### config.mk
export PLATFORM = sky130hd
export DESIGN_NAME = tricolor_cmp_pwm_flat
export DESIGN_NICKNAME = d
export VERILOG_FILES = /design/src/rtl/tricolor_cmp_pwm_if.sv /design/src/rtl/tricolor_cmp_pwm.sv /design/src/flat_wrapper.sv
export SDC_FILE = /design/constraint.sdc
export NUM_CORES = 1
export LEC_CHECK = 0
export BUFFER_PORTS_ARGS = -buffer_cell sky130_fd_sc_hd__buf_2
export CORE_ASPECT_RATIO = 0.8
export CORE_UTILIZATION = 35
export DETAILED_ROUTE_END_ITERATION = 7
export SYNTH_ARGS = -nofsm -noshare
export SYNTH_HDL_FRONTEND = slang
export SYNTH_SLANG_ARGS = --single-unit
export TNS_END_PERCENT = 1
### constraint.sdc
create_clock -name clk -period 2.65 [get_ports clk]
set_input_delay 0.265 -clock clk [delete_from_list [all_inputs] [get_ports clk]]
set_output_delay 0.265 -clock clk [all_outputs]
set_load 0.1 [all_outputs]
### src/rtl/tricolor_cmp_pwm_if.sv
// tricolor_cmp_pwm_if
// Groups the operand/brightness inputs and the LED/valid outputs of
// tricolor_cmp_pwm.
//   a, b      : WIDTH-bit unsigned operands
//   duty      : PWM_BITS brightness (0 = off, all-ones = fully on)
//   blink_en  : light only on alternate PWM periods
//   red/green/blue : one-hot committed compare result, PWM gated
//   valid     : a result has been committed since reset
// Modports: master drives operands/controls, slave drives LEDs/valid.
interface tricolor_cmp_pwm_if #(
   parameter int WIDTH    = 4,
   parameter int PWM_BITS = 4
);
   logic [WIDTH-1:0]    a;
   logic [WIDTH-1:0]    b;
   logic [PWM_BITS-1:0] duty;
   logic                blink_en;
   logic                red;
   logic                green;
   logic                blue;
   logic                valid;

   modport master (
      output a, b, duty, blink_en,
      input  red, green, blue, valid
   );

   modport slave (
      input  a, b, duty, blink_en,
      output red, green, blue, valid
   );
endinterface

### src/rtl/tricolor_cmp_pwm.sv
// tricolor_cmp_pwm
// Compares two unsigned operands and drives a one-hot RGB LED code
// (red: a>b, green: a==b, blue: a<b). A result is committed only after
// it has been stable for STABLE_CYCLES cycles; the LEDs are PWM dimmed
// and can optionally blink on alternate PWM periods.
// Ports:
//   clk : system clock, rising edge
//   rst : synchronous active-high reset
//   bus : tricolor_cmp_pwm_if.slave (a, b, duty, blink_en in;
//         red, green, blue, valid out)
//
// state  | meaning
// -------+-----------------------------------------------------------
// EMPTY  | nothing committed since reset, valid low
// LOCKED | committed equals the current candidate
// SETTLE | candidate differs from committed, stability being counted
module tricolor_cmp_pwm #(
   parameter int WIDTH         = 4,
   parameter int PWM_BITS      = 4,
   parameter int STABLE_CYCLES = 4
) (
   input  logic               clk,
   input  logic               rst,
   tricolor_cmp_pwm_if.slave  bus
);

   localparam int CW = $clog2(STABLE_CYCLES + 1);
   localparam logic [CW-1:0] CNT_SAT = CW'(STABLE_CYCLES);
   localparam logic [CW-1:0] CNT_CMT = CW'(STABLE_CYCLES - 1);
   localparam logic [PWM_BITS-1:0] PWM_MAX = '1;
   localparam bit SINGLE = (STABLE_CYCLES == 1);

   typedef enum logic [1:0] {
      EMPTY  = 2'd0,
      LOCKED = 2'd1,
      SETTLE = 2'd2
   } state_t;

   state_t              state, state_nxt;
   logic [WIDTH-1:0]    a_q, b_q;
   logic                cap_vld;
   logic [2:0]          cand, cand_q, committed;
   logic [CW-1:0]       cnt;
   logic                changed, differs, commit;
   logic [PWM_BITS-1:0] pwm_cnt;
   logic                phase, wrap, pwm_on, gate;
   logic [2:0]          rgb_q;
   logic                valid_q;

   // {gt, eq, lt}: exactly one bit set for any operand pair
   always_comb begin
      cand = {(a_q > b_q), (a_q == b_q), (a_q < b_q)};
   end

   // cap_vld marks that a_q/b_q hold real operands rather than reset zeros,
   // so an operand pair equal to the reset value still sees the full latency.
   always_comb begin
      changed = (cand != cand_q);
      differs = (cand != committed) || (state == EMPTY);
      if (SINGLE) begin
         commit = cap_vld && differs;
      end else begin
         commit = cap_vld && differs && !changed && (cnt == CNT_CMT);
      end
   end

   always_comb begin
      wrap   = (pwm_cnt == PWM_MAX);
      pwm_on = (pwm_cnt < bus.duty) || (bus.duty == PWM_MAX);
      gate   = pwm_on && (!bus.blink_en || !phase);
   end

   always_comb begin
      state_nxt = state;
      case (state)
         EMPTY: begin
            if (commit) state_nxt = LOCKED;
         end
         LOCKED: begin
            if (!commit && (cand != committed)) state_nxt = SETTLE;
         end
         SETTLE: begin
            if (commit || (cand == committed)) state_nxt = LOCKED;
         end
         default: state_nxt = EMPTY;
      endcase
   end

   always_ff @(posedge clk) begin
      if (rst) begin
         state     <= EMPTY;
         a_q       <= '0;
         b_q       <= '0;
         cap_vld   <= 1'b0;
         cand_q    <= 3'b000;
         cnt       <= '0;
         committed <= 3'b000;
         pwm_cnt   <= '0;
         phase     <= 1'b0;
         rgb_q     <= 3'b000;
         valid_q   <= 1'b0;
      end else begin
         state   <= state_nxt;
         a_q     <= bus.a;
         b_q     <= bus.b;
         cap_vld <= 1'b1;
         cand_q  <= cap_vld ? cand : 3'b000;

         if (!cap_vld) begin
            cnt <= '0;
         end else if (changed) begin
            cnt <= CW'(1);
         end else if (cnt != CNT_SAT) begin
            cnt <= cnt + CW'(1);
         end

         if (commit) committed <= cand;

         pwm_cnt <= pwm_cnt + PWM_BITS'(1);
         if (wrap) phase <= ~phase;

         rgb_q   <= committed & {3{gate}};
         valid_q <= (state != EMPTY);
      end
   end

   assign bus.red   = rgb_q[2];
   assign bus.green = rgb_q[1];
   assign bus.blue  = rgb_q[0];
   assign bus.valid = valid_q;

endmodule

### src/flat_wrapper.sv
// flat-port wrapper written by rule: the top's interface ports become plain ports
module tricolor_cmp_pwm_flat 
#(
   parameter int WIDTH         = 4,
   parameter int PWM_BITS      = 4,
   parameter int STABLE_CYCLES = 4
)
  (clk, rst, bus_a, bus_b, bus_duty, bus_blink_en, bus_red, bus_green, bus_blue, bus_valid);
  tricolor_cmp_pwm_if #(.WIDTH(WIDTH), .PWM_BITS(PWM_BITS)) bus_i ();
  input  logic clk;
  input  logic rst;
  input wire logic [$bits(bus_i.a)-1:0] bus_a;
  input wire logic [$bits(bus_i.b)-1:0] bus_b;
  input wire logic [$bits(bus_i.duty)-1:0] bus_duty;
  input wire logic [$bits(bus_i.blink_en)-1:0] bus_blink_en;
  output wire logic [$bits(bus_i.red)-1:0] bus_red;
  output wire logic [$bits(bus_i.green)-1:0] bus_green;
  output wire logic [$bits(bus_i.blue)-1:0] bus_blue;
  output wire logic [$bits(bus_i.valid)-1:0] bus_valid;
  assign bus_i.a = bus_a;
  assign bus_i.b = bus_b;
  assign bus_i.duty = bus_duty;
  assign bus_i.blink_en = bus_blink_en;
  assign bus_red = bus_i.red;
  assign bus_green = bus_i.green;
  assign bus_blue = bus_i.blue;
  assign bus_valid = bus_i.valid;
  tricolor_cmp_pwm #(.WIDTH(WIDTH), .PWM_BITS(PWM_BITS), .STABLE_CYCLES(STABLE_CYCLES)) u_core (.clk(clk), .rst(rst), .bus(bus_i));
endmodule
=== Word-level counts from Yosys, hierarchy flattened ===
Index checks and enable logic that the tools add are counted.

* Register bits: 29
* Output and inout bits: 4
* Logic and storage cells: 59

* Reduce and logical (&&, ||, !) cells: 19
* Add/subtract/negate cells: 2
* Bitwise logic cells: 3
* Eq/ne operators: 13
* Magnitude comparators: 3
* Multiplexer cells: 7

{| class="wikitable"
|+ Operators with widths
! operator !! number
|-
| == test 4 bit (second input constant) || 2
|-
| less-than comparator 4 bit || 2
|-
| two-way mux 2 bit || 3
|-
| inequality test 2 x 1 -> 1 bit (second input constant) || 3
|-
| inequality test 3 bit || 2
|-
| case mux 2 bit (3 select lines) || 1
|-
| logical AND 1 bit || 5
|-
| adder 4 x 1 -> 4 bit (second input constant) || 1
|-
| == test 4 bit || 1
|-
| greater-than comparator 4 bit || 1
|-
| zero test 1 bit || 4
|-
| logical OR 1 bit || 4
|-
| nonzero test 2 bit || 2
|-
| adder 3 x 1 -> 3 bit (second input constant) || 1
|-
| AND 3 bit || 1
|-
| == test 3 x 2 -> 1 bit (second input constant) || 1
|-
| == test 3 bit || 1
|-
| two-way mux 1 bit || 3
|-
| inequality test 3 bit (second input constant) || 1
|-
| AND reduction 3 bit || 1
|-
| OR reduction 3 bit || 1
|-
| == test 2 x 1 -> 1 bit (second input constant) || 1
|-
| == test 2 bit (second input constant) || 1
|-
| zero test 2 bit || 1
|-
| other kinds (2) || 3
|}

=== Longest topological paths before layout ===
* Word-level depth: 10
* Gate-level depth with buffers: 8

=== Least setup slack after synthesis ===
OpenSTA, ideal clock, no wires.

* Kind: reg2reg
* Start point: register u_core.b_q[1]
* End point: register u_core.committed[2]
* Arrival: 2013 ps
* Stages on the path, launching flop included: 9
* Path slack: 550 ps
* Clock period less this slack: 2100 ps
* Setup time: 87 ps
* Path through: dfxtp_1 > inv_1 > ha_1 > nor2b_4 > o211a_1 > nor4_2 > o311ai_2 > or4_1 > o31ai_1

* Longest elaborated chain between the ends: 6

{| class="wikitable"
|+ Ends and longest elaborated chain
! what !! line !! RTL
|-
| start, declared || tricolor_cmp_pwm.sv:40 || <nowiki>logic [WIDTH-1:0] a_q, b_q;</nowiki>
|-
| start signal, assigned || tricolor_cmp_pwm.sv:105 || <nowiki>b_q <= bus.b;</nowiki>
|-
| less-than comparator 4 bit, or another cell as far along || tricolor_cmp_pwm.sv:52 || <nowiki>cand = {(a_q > b_q), (a_q == b_q), (a_q < b_q)};</nowiki>
|-
| inequality test 3 bit || tricolor_cmp_pwm.sv:59 || <nowiki>differs = (cand != committed) || (state == EMPTY);</nowiki>
|-
| logical OR 1 bit || tricolor_cmp_pwm.sv:59 ||
|-
| logical AND 1 bit (3 in series) || tricolor_cmp_pwm.sv:63 || <nowiki>commit = cap_vld && differs && !changed && (cnt == CNT_CMT);</nowiki>
|-
| end signal, assigned || tricolor_cmp_pwm.sv:117 || <nowiki>if (commit) committed <= cand;</nowiki>
|-
| end, declared || tricolor_cmp_pwm.sv:42 || <nowiki>logic [2:0] cand, cand_q, committed;</nowiki>
|}

Parallel ways exist; a longest one is shown, timed or not.
A chain may end at the register's enable or synchronous reset.

=== Worst setup path after layout ===
* Start point: register u_core.b_q[3]
* End point: register u_core.committed[0]

The elaborated chain is that of the path after synthesis.

==> impl_metrics.py <==
metrics = {
    "run_status": {
        "status": "finished clean",
    },
    "setup_path": {
        "worstPathRequired_ns": 2.85,
        "r2r_start": "u_core.b_q[3]",
        "path_cells": "inv_1 > ha_1 > nand4_4 > xnor2_1 > nor4_2 > o311ai_2 > or4_1 > o31ai_1",
        "slowest_stage": "or4_1",
        "crit_end": "u_core.committed[0]",
        "end_kind": "flop",
        "worst_path_dominant_cell_family": "simple AND/OR/NAND/NOR gates",
        "critical_path_class": "reg -> reg",
        "cp-start-kind": "flop",
        "reg2reg_depth": 8,
        "setup.worst_path.start": "u_core.b_q[3]",
        "r2r_slack_ns": 0.40,
        "slowest_delay_ns": 0.49,
        "path_depth": 8,
        "crit_buf_inv": 1,
        "cp_max_fo": 9,
        "cp.arrival_ns": 2.45,
        "reg2reg_to": "u_core.committed[0]",
    },
    "route": {
        "detail_route.drc_violations": 0,
        "num_vias": 958,
        "drt_iter0_drc": 32,
        "wl_per_cell_um": 11.4,
        "firstDrtPassIters": 6,
        "postRouteAntennaNets": 0,
        "wl_um": 2340,
        "vias_per_cell": 4.67,
    },
    "timing": {
        "fin_crit_ns": 2.25,
        "fmax_mhz": 444,
        "hold_violations": 0,
        "setup_viol": 0,
        "clock-skew-final_ns": 0.00328,
        "slew_headroom": 0.678,
        "worst_slack_ns": 0.396,
        "rsz0062_at_grt": "false",
        "worstMarginPinSlew_ns": 0.486,
        "tns_ns": 0,
        "drv_slew": 0,
        "finalCritPeriodShare": 0.850,
    },
    "synth": {
        "synth-edff-count": 0,
        "avgSynthCellArea_um2": 9.64,
        "syn_inst": 138,
        "syn_nets": 164,
        "synth-seq-cells": 29,
        "synth_most_common_cell": "dfxtp_1",
        "ys_seq_area_frac": 0.437,
        "ys_warn_count": 0,
        "ys_top_cells_by_count": "29 x dfxtp_1, 18 x nor2_1, 14 x inv_1, 11 x ha_1, 9 x nor2b_1",
        "synth_ff_type": "dfxtp_1",
        "syn_area_mm2": 0.00133,
        "netlist_top_cells_area": "dfxtp_1 44%, ha_1 10%, nor2_1 5.1%",
        "synthArstFlopShare": 0,
        "synth_largest_area_cell": "dfxtp_1",
        "ys_types": 34,
        "synth_top_cell_area_share": 0.437,
    },
    "clocking": {
        "cts_resized": 0,
        "cts_buffers": 5,
        "holdBufCountCts": 0,
        "cts_tree": "yes",
        "postCtsSetupBuffers": 0,
        "clock_path_buffers": 2,
        "clock_insertion_delay_worst_skew_ns": 0.28,
        "cts_root_buf": "clkbuf_8",
        "clk_pin_slew_worst_paths_ns": 0.06,
        "clock-sinks": 29,
        "htree_levels": 2,
    },
    "job": {
        "max_cap_violations": 0,
    },
    "global_route": {
        "grt_antenna_before_repair": 0,
        "grt_pass1_wl_um": 4400,
        "grt_max_degree": 25,
        "overflow": 0,
        "grt_usage": 0.146,
        "grt_pass1_vias": 1004,
    },
    "floorplanning": {
        "placementRows": 19,
        "dieArea_mm2": 0.00405,
        "initial_core_util": 0.375,
        "pin_count": 19,
        "die_y_um": 57.1,
        "coreArea_mm2": 0.00354,
        "dieWidth_um": 70.9,
    },
    "placed_design": {
        "numPortBuffers": 18,
        "dp_slack_ns": 0.382,
        "place.gp.congestion": 0.818,
        "dp_hpwl_um": 1750,
    },
    "worst_hold_path": {
        "hold_path.class": "in -> reg",
    },
    "cells_and_area": {
        "syn2layout_area_growth_pct": 20.2,
        "drive_above_1_share": 0.209,
        "final_nets": 188,
        "diodes": 0,
    },
    "pwr": {
        "power.share.clock": 0.492,
        "power_switching_mw": 0.240,
        "switching_share": 0.216,
        "irDropWorstVdd_mv": 0.341,
        "comb_power_share": 0.094,
        "internal_power_mw": 0.871,
        "p_per_area_mw_per_mm2": 695,
        "power.leakage_nw": 0.697,
        "share_seq_of_total_power": 0.414,
    },
}
## worst min-delay path by stage
| stage | from | end | slack [ns] | cells after the start |
|---|---|---|---|---|
| 2_1_floorplan | rst | u_core.cap_vld | 0.34 | 1 |
| 3_3_place_gp | u_core.pwm_cnt[0] | u_core.pwm_cnt[0] | 0.45 | 1 |
| 3_5_place_dp | u_core.pwm_cnt[0] | u_core.pwm_cnt[0] | 0.45 | 1 |
| 4_1_cts | bus_a[3] | u_core.a_q[3] | 0.18 | 2 |
| 5_1_grt | bus_b[2] | u_core.b_q[2] | 0.19 | 2 |
| 6_report | bus_b[3] | u_core.b_q[3] | 0.19 | 2 |
## power groups by stage
stage,clock (mW),combinational [mW],sequential (mW)
6_report,0.546,0.104,0.460
5_1_grt,0.582,0.119,0.462
4_1_cts,0.563,0.105,0.460
3_5_place_dp,0,0.105,0.470
3_3_place_gp,0,0.101,0.469
2_1_floorplan,0,0.0787,0.468
## layout by cell type (no fill, tap or decap), types with 4 or more instances in the layout
cell      Yosys  final
nand3_1       4      4
buf_2         0     18
clkbuf_8      0      5
nor2b_1       9      9
xnor2_1       5      5
inv_1        14     14
nor2_1       18     18
a21oi_1       5      5
nand2_1       6      6
dfxtp_1      29     29
ha_1         11     11
## flip-flops by register name (all words and copies together) (netlist names)
register          cells
u_core.cand_q         3
u_core.cnt            3
u_core.committed      3
u_core.b_q            4
u_core.pwm_cnt        4
u_core.state          2
u_core.rgb_q          3
u_core.a_q            4
u_core.bus.valid      1
u_core.cap_vld        1
u_core.phase          1
## layout make-up
class	instances	area, um^2
fill	339	1940
multi-input combinational	93	682
sequential	29	581
timing repair buffer	19	97.6
clock buffer	5	68.8
clock inverter	3	65.1
inverter	14	52.6
tap	42	52.6
## metal layers
| layer | GRT usage | vias up | share of wire |
|---|---|---|---|
| li1 | - | 515 | - |
| met5 | 0 | - | 0 |
| met1 | 0.183 | 425 | 0.49 |
| met4 | 0.0857 | 0 | 0.015 |
| met2 | 0.209 | 16 | 0.44 |
| met3 | 0.0636 | 2 | 0.055 |
## cells by family after synthesis
family                     after synthesis  share of synthesized area
buffers and inverters                   16                     0.0508
DFF                                     29                      0.437
adders and majority gates               11                      0.103
and+or+nand+nor                         53                      0.225
AOI/OAI and AO/OA                       21                      0.131
muxes                                    1                    0.00753
xor gates and xnor gates                 7                     0.0461
## stage by stage
stage	instances	hold slack [ns]	total power [mW]	instance area (um^2)	utilization
CTS	205	0.175	1.13	1600	0.451
global route	205	0.187	1.16	1600	0.451
floorplan	138	0.340	0.546	1330	-
finish	205	0.186	1.11	1600	0.451
global placement	197	0.447	0.571	1470	0.414
detailed placement	197	0.449	0.575	1470	0.414
Note: power is estimated with default switching activity, not from simulation.
